[src/rtl/serial_subtractor_pkg.sv]
// Shared definitions for the bit-serial subtractor: FSM state encoding and
// the default operand width.
package serial_subtractor_pkg;

  // Default operand/result width in bits.
  localparam int unsigned DEFAULT_WIDTH = 6;

  // Sequencer states. IDLE waits for a request, SHIFT processes one bit per
  // clock, DONE presents the finished result for exactly one cycle.
  typedef enum logic [1:0] {
    IDLE  = 2'd0,
    SHIFT = 2'd1,
    DONE  = 2'd2
  } state_e;

endpackage : serial_subtractor_pkg

[src/rtl/serial_subtractor_full_sub_cell.sv]
// 1-bit combinational full subtractor: d = a - b - bin, bout = borrow out.
module full_sub_cell (
  input  logic a_i,
  input  logic b_i,
  input  logic bin_i,
  output logic d_o,
  output logic bout_o
);

  // Difference bit and borrow: borrow whenever b+bin exceeds a for this bit.
  always_comb begin
    d_o    = a_i ^ b_i ^ bin_i;
    bout_o = (~a_i & b_i) | (~a_i & bin_i) | (b_i & bin_i);
  end

endmodule : full_sub_cell

[src/rtl/serial_subtractor.sv]
// Bit-serial WIDTH-bit subtractor, LSB first, one full-subtractor cell plus a
// borrow flip-flop. Sequenced by a start/busy/done handshake.
module serial_subtractor
  import serial_subtractor_pkg::*;
#(
  parameter int unsigned WIDTH = DEFAULT_WIDTH
) (
  input  logic             clk,
  input  logic             rst_n,
  input  logic             start,
  input  logic [WIDTH-1:0] a,
  input  logic [WIDTH-1:0] b,
  input  logic             bin,
  output logic             busy,
  output logic             done,
  output logic [WIDTH-1:0] diff,
  output logic             bout,
  output logic             diff_bit,
  output logic             bit_vld
);

  localparam int unsigned     CNT_W    = (WIDTH > 1) ? $clog2(WIDTH) : 1;
  localparam logic [CNT_W-1:0] CNT_LAST = CNT_W'(WIDTH - 1);

  state_e           state_q, state_d;
  logic [WIDTH-1:0] a_sr_q, a_sr_d;
  logic [WIDTH-1:0] b_sr_q, b_sr_d;
  logic [WIDTH-1:0] diff_q, diff_d;
  logic [CNT_W-1:0] cnt_q, cnt_d;
  logic             brw_q, brw_d;
  logic             bout_q, bout_d;
  logic             dbit_q, dbit_d;
  logic             bvld_q, bvld_d;

  logic             accept;
  logic             cell_d;
  logic             cell_bo;

  // Single arithmetic cell working on the current LSBs and the stored borrow.
  full_sub_cell u_cell (
    .a_i    (a_sr_q[0]),
    .b_i    (b_sr_q[0]),
    .bin_i  (brw_q),
    .d_o    (cell_d),
    .bout_o (cell_bo)
  );

  // A request is taken whenever no bits are in flight (IDLE or DONE).
  always_comb begin
    accept = start && (state_q != SHIFT);
  end

  // Next-state and datapath update; serial-bit outputs default to idle.
  always_comb begin
    state_d = state_q;
    a_sr_d  = a_sr_q;
    b_sr_d  = b_sr_q;
    diff_d  = diff_q;
    cnt_d   = cnt_q;
    brw_d   = brw_q;
    bout_d  = bout_q;
    dbit_d  = 1'b0;
    bvld_d  = 1'b0;

    case (state_q)
      IDLE: begin
        if (accept) begin
          state_d = SHIFT;
        end
      end
      SHIFT: begin
        a_sr_d = a_sr_q >> 1;
        b_sr_d = b_sr_q >> 1;
        diff_d = {cell_d, diff_q[WIDTH-1:1]};
        brw_d  = cell_bo;
        cnt_d  = cnt_q + 1'b1;
        dbit_d = cell_d;
        bvld_d = 1'b1;
        if (cnt_q == CNT_LAST) begin
          state_d = DONE;
          bout_d  = cell_bo;
          cnt_d   = cnt_q;
        end
      end
      DONE: begin
        state_d = accept ? SHIFT : IDLE;
      end
      default: begin
        state_d = IDLE;
      end
    endcase

    // Operand capture shared by the IDLE and DONE entries into SHIFT.
    if (accept) begin
      a_sr_d = a;
      b_sr_d = b;
      brw_d  = bin;
      cnt_d  = '0;
      diff_d = '0;
    end
  end

  // State, datapath and output registers; reset aborts any operation.
  always_ff @(posedge clk or negedge rst_n) begin
    if (!rst_n) begin
      state_q <= IDLE;
      a_sr_q  <= '0;
      b_sr_q  <= '0;
      diff_q  <= '0;
      cnt_q   <= '0;
      brw_q   <= 1'b0;
      bout_q  <= 1'b0;
      dbit_q  <= 1'b0;
      bvld_q  <= 1'b0;
    end else begin
      state_q <= state_d;
      a_sr_q  <= a_sr_d;
      b_sr_q  <= b_sr_d;
      diff_q  <= diff_d;
      cnt_q   <= cnt_d;
      brw_q   <= brw_d;
      bout_q  <= bout_d;
      dbit_q  <= dbit_d;
      bvld_q  <= bvld_d;
    end
  end

  // Handshake and result outputs.
  always_comb begin
    busy     = (state_q == SHIFT);
    done     = (state_q == DONE);
    diff     = diff_q;
    bout     = bout_q;
    diff_bit = dbit_q;
    bit_vld  = bvld_q;
  end

endmodule : serial_subtractor
[config.mk]
export PLATFORM = sky130hd
export DESIGN_NAME = serial_subtractor
export DESIGN_NICKNAME = d
export VERILOG_FILES = /design/src/rtl/serial_subtractor_pkg.sv /design/src/rtl/serial_subtractor_full_sub_cell.sv /design/src/rtl/serial_subtractor.sv
export SDC_FILE = /design/constraint.sdc
export NUM_CORES = 1
export LEC_CHECK = 0
export BUFFER_PORTS_ARGS = -buffer_cell sky130_fd_sc_hd__buf_2
export CAP_MARGIN = 20
export CELL_PAD_IN_SITES_DETAIL_PLACEMENT = 1
export CELL_PAD_IN_SITES_GLOBAL_PLACEMENT = 1
export CORE_MARGIN = 5
export CORE_UTILIZATION = 35
export DETAILED_ROUTE_END_ITERATION = 16
export GPL_TIMING_DRIVEN = 0
export PLACE_DENSITY_LB_ADDON = 0.1
export REMOVE_ABC_BUFFERS = 1
export SYNTH_ARGS = -nofsm -noshare
export SYNTH_HDL_FRONTEND = slang
export SYNTH_SLANG_ARGS = --single-unit
[constraint.sdc]
create_clock -name clk -period 3.8 [get_ports clk]
set_clock_uncertainty 0.05 [all_clocks]
set_input_delay 0.38 -clock clk [delete_from_list [all_inputs] [get_ports clk]]
set_output_delay 0.38 -clock clk [all_outputs]
set_load 0.05 [all_outputs]
# Yosys cells after proc, flatten, opt, wreduce, memory -nomap -nowiden
# Index checks and enable logic that the tools add are counted.
# word_totals
register_bits	27
inputBits	16
output_inout_bits	11
word_cells	48
# op_classes
n_addsub	1
n_eq_ne	7
n_mux	17
bitwise	8
n_reduce_logical	6
# ops
cell	count
two-way mux 6 bit	6
two-way mux 3 bit	3
one-hot mux 2 bit (3 select lines)	1
AND reduction 2 bit	3
two-way mux 1 bit	5
two-way mux 2 bit	2
inequality test 2 x 1 -> 1 bit, second input constant	2
inequality test 2 bit, second input constant	2
adder 3 x 1 -> 3 bit, second input constant	1
bitwise AND 1 bit	3
== test 3 bit, second input constant	1
== test 2 x 1 -> 1 bit, second input constant	1
== test 2 bit, second input constant	1
zero test 2 bit	1
OR 1 bit	2
nonzero test 2 bit	1
bitwise XOR 1 bit	2
logical AND 1 bit	1
NOT 1 bit	1

# Longest topological paths before layout
# depth
depth_word	6
ltp_mapped	6
mapped_depth_nobuf	5

# By module
# A second synthesis with hierarchy kept.
# unflattened
cells_unflattened	111
hier_area_um2	1243.7
# by_module_without_submodules
mod	instances	cells_per_inst	area_per_inst_um2	seq_area_each_um2
serial_subtractor	1	108	1216.2	675.6
full_sub_cell	1	3	27.5	0.0

# Worst setup path before layout
# OpenSTA, ideal clock, no wires.
# synth_timing
path_kind	register -> output
start	register state_q[0]
end	output port done
arrival_time_ps	1108
t_required_ps	3370
path_slack_ps	2262
stages_incl_launch_ff	2
n_path_buf	0
cell_sequence	dfrtp_1 nor2b_1
# synth_between
elab_chain_len	1
# synth_lines
element	line	text
start: declaration	serial_subtractor.sv:25	state_e state_q, state_d;
start signal: assignment	serial_subtractor.sv:116	state_q <= state_d;
== test 2 bit	serial_subtractor.sv:131	done = (state_q == DONE);
end: declaration	serial_subtractor.sv:15	output logic done,
# Every way passes these cells.

# Final worst setup path
# layout_timing
start	register state_q[1]
end	output port busy
# layout_between
elab_chain_len	1
# layout_lines
element	line	text
== test 2 x 1 -> 1 bit	serial_subtractor.sv:130	busy = (state_q == SHIFT);
end: declaration	serial_subtractor.sv:14	output logic busy,
# Every way passes these cells.

==> flow_metrics.env <==
export IMPL_grt_pass1_vias=970
export IMPL_crit_path_max_fanout=41
export IMPL_p_per_area_nw_per_um2=851
export IMPL_clk_pin_slew_worst_paths_ns=0.15
export IMPL_synth_top_family_by_area="compound AO/OA/AOI/OAI gates"
export IMPL_synth_compound_area_share_pct=12.2
export IMPL_clock_sinks=27
export IMPL_crit_arrival_ns=1.56
export IMPL_cp_slowest_cell="dfrtp_1"
export IMPL_fin_area_sq_um=1400
export IMPL_grt_antenna_before_repair=0
export IMPL_period_needed_ns=1.99
export IMPL_p_leak_uw=0.000706
export IMPL_fmax_mhz=503
export IMPL_synth_simple_gate_area_share_pct=12.0
export IMPL_grt_max_degree=42
export IMPL_place_detailed_hpwl_um=1650
export IMPL_core_area_sq_um=3360
export IMPL_post_synth_top_area_fraction_pct=55.2
export IMPL_hold_viol_final=0
export IMPL_htree_num_levels=1
export IMPL_crit_end="busy"
export IMPL_critical_path_class="reg -> out"
export IMPL_final_max_slew_viol_count=0
export IMPL_ys_async_sr_fraction_pct=100
export IMPL_initial_core_util_pct=36.4
export IMPL_vdd_ir_drop_max_v=0.000232
export IMPL_synthCells=112
export IMPL_sequential_cell_area_sq_um=676
export IMPL_cts_buffers=3
export IMPL_grt_util_all_layers_pct=11.2
export IMPL_cts_tree="yes"
export IMPL_ys_ff_latch=27
export IMPL_root_buffer="clkbuf_4"
export IMPL_tightest_slew_ns=0.611
export IMPL_finalCritPeriodShare_pct=52.3
export IMPL_drt_wl_total_um=2420
export IMPL_remaining_drc_errors=0
export IMPL_ant_nets=0
export IMPL_synth_seq_area_share_pct=55.2
export IMPL_route_met3_wl_um=85
export IMPL_drt_met1_wl_um=1110
export IMPL_muxShareOfSynthArea_pct=10.7
export IMPL_synth_area_top_cells="dfrtp_1 (55%), mux2i_1 (9.8%), nand2_1 (7.0%)"
export IMPL_path_depth=3
export IMPL_synth_flop_cell="dfrtp_1"
export IMPL_placed_area_sq_um=1360
export IMPL_die_width_um=69.2
export IMPL_firstDrtPassIters=2
export IMPL_clk_latency_ns=0.33
export IMPL_synth_avg_cell_area_sq_um=10.9
export IMPL_cap_violations=0
export IMPL_worstRegToRegCells=5
export IMPL_place_congestion=0.712
export IMPL_row_count=21
export IMPL_hold_path_class="in -> reg"
export IMPL_ctsLongestPathBuffers=2
export IMPL_synth_fa_ha_area_share_pct=3.68
export IMPL_r2r_start="cnt_q[1]$_DFFE_PN0P_"
export IMPL_cp_start_kind="flop"
export IMPL_rsz0062_at_grt="false"
export IMPL_ctsHoldBuffers=1
export IMPL_fin_hold_ws_ns=0.235
export IMPL_viasPerCell=4.74
export IMPL_yosysWarnings=0
export IMPL_io_buffers=26
export IMPL_syn_to_final_growth_pct=14.1
export IMPL_grt_pass1_wl_um=4390
export IMPL_grt_overflow_total=0
export IMPL_path_buf_inv=2
export IMPL_synth_distinct_cells=26
export IMPL_utilization_pct=41.6
export IMPL_ff2ff_setup_slack_ns=2.35
export IMPL_post_cts_resized=0
export IMPL_fin_nets=157
export IMPL_synth_edf_count=0
export IMPL_finalSetupViolations=0
export IMPL_synth_top_area_cell="dfrtp_1"
export IMPL_r2r_end="cnt_q[1]$_DFFE_PN0P_"
export IMPL_drive_gt1_share_pct=26.3
export IMPL_multi_input_area_sq_um=472
export IMPL_die_y_um=69.2
export IMPL_syn_area_sq_um=1220
export IMPL_setup_tns_ns=0
export IMPL_nFillCells=419
export IMPL_status="completed"
export IMPL_relSlewSlack_pct=59.2
export IMPL_max_stage_delay_ns=0.40
export IMPL_endpoint_kind="primary output"
export IMPL_crit_family="buffers and inverters"
export IMPL_critical_path_required_ns=3.37
export IMPL_die_area_sq_um=4780
export IMPL_cp_startpoint="state_q[1]$_DFFE_PN0P_"
export IMPL_cts_setup_buffers=0
export IMPL_ios=27
export IMPL_synth_xor_area_share_pct=0
export IMPL_wl_per_cell_um=13.2
export IMPL_diodes=0
export IMPL_vias=867
export IMPL_drt_iter0_drc=64
export IMPL_wl_met2_um=1170
export IMPL_dr_max_layer_used="met4"
export IMPL_crit_path_cell_trace="nand2b_4 -> inv_4 -> buf_2"
## cells in the final DEF (no fill, tap or decap), types with 2 or more instances in the layout
| master | Yosys | final |
|---|---|---|
| dfrtp_1 | 27 | 27 |
| buf_2 | 0 | 26 |
| nor2_1 | 2 | 2 |
| mux2i_1 | 12 | 12 |
| ha_1 | 2 | 2 |
| nand2_1 | 23 | 23 |
| inv_1 | 5 | 5 |
| o21ai_0 | 17 | 17 |
| a21oi_1 | 3 | 3 |
| clkbuf_4 | 0 | 3 |
## cells in the mapped netlist, types with 2 or more instances
cell type,count
dfrtp_1,27
nand2_1,23
inv_1,5
nor2_1,2
a21oi_1,3
ha_1,2
buf_6,3
mux2i_1,12
buf_4,2
o21ai_0,17
## sequential cells by signal, indices dropped and copies added, names as in the netlist
signal    count
brw_q         1
cnt_q         3
state_q       2
bout          1
diff          6
diff_bit      1
bit_vld       1
b_sr_q        6
a_sr_q        6
## layer usage
| metal | GRT usage, % | vias to the layer above |
|---|---|---|
| li1 | - | 425 |
| met1 | 13.7 | 418 |
| met2 | 19.0 | 19 |
| met3 | 2.03 | 5 |
| met4 | 5.21 | 0 |
| met5 | 0 | - |
## how the worst min path moves through the flow
stage               startpoint               endpoint  slack (ns)  cells past startpoint
floorplan                rst_n  a_sr_q[0]$_DFFE_PN0P_        0.03                      0
global placement         rst_n    diff[2]$_DFFE_PN0P_        0.38                      1
detailed placement       rst_n    diff[2]$_DFFE_PN0P_        0.38                      1
CTS                       a[5]  a_sr_q[5]$_DFFE_PN0P_        0.22                      3
global route              a[5]  a_sr_q[5]$_DFFE_PN0P_        0.23                      3
finish                    a[5]  a_sr_q[5]$_DFFE_PN0P_        0.23                      3
## cell type report
| class | instances | share of cell area (%) |
|---|---|---|
| Inverter | 6 | 1.79 |
| Multi-Input combinational cell | 73 | 33.8 |
| Clock buffer | 3 | 1.61 |
| Tap cell | 46 | 4.12 |
| Clock inverter | 1 | 0.358 |
| Timing Repair Buffer | 27 | 10.0 |
| Sequential cell | 27 | 48.3 |
## logic make-up (layout without fill, tap and decap cells)
logic type               count (synthesis)  count (layout)
buffers and inverters                   12              37
multiplexers                            13              13
AND/OR/NAND/NOR                         31              31
AO/OA/AOI/OAI                           26              26
adder cells (fa/ha/maj)                  3               3
flip-flops                              27              27
## metrics by stage
step           instances  total power, uW  setup slack [ns]
6_report             183             1190              1.81
5_1_grt              183             1290              1.69
4_1_cts              183             1210              1.78
3_5_place_dp         178             1080              2.18
3_3_place_gp         178             1060              2.20
2_1_floorplan        106              926              2.26
## worst reg2reg max path: cells and delay by family, from the launching register on
| kind | cells | cell delay [ns] |
|---|---|---|
| buf+inv | 1 | 0.10 |
| flops | 1 | 0.42 |
| fa+ha+maj | 1 | 0.24 |
| compound gates | 1 | 0.14 |
| simple gates | 1 | 0.11 |
| mux | 1 | 0.31 |
## where the power goes
group          total (uW)  internal [uW]  switching [uW]
registers             490            414            75.7
clock network         127           39.6            87.7
logic                 572            171             402
total                1190            624             565
Power figures use the tool's default switching activity.
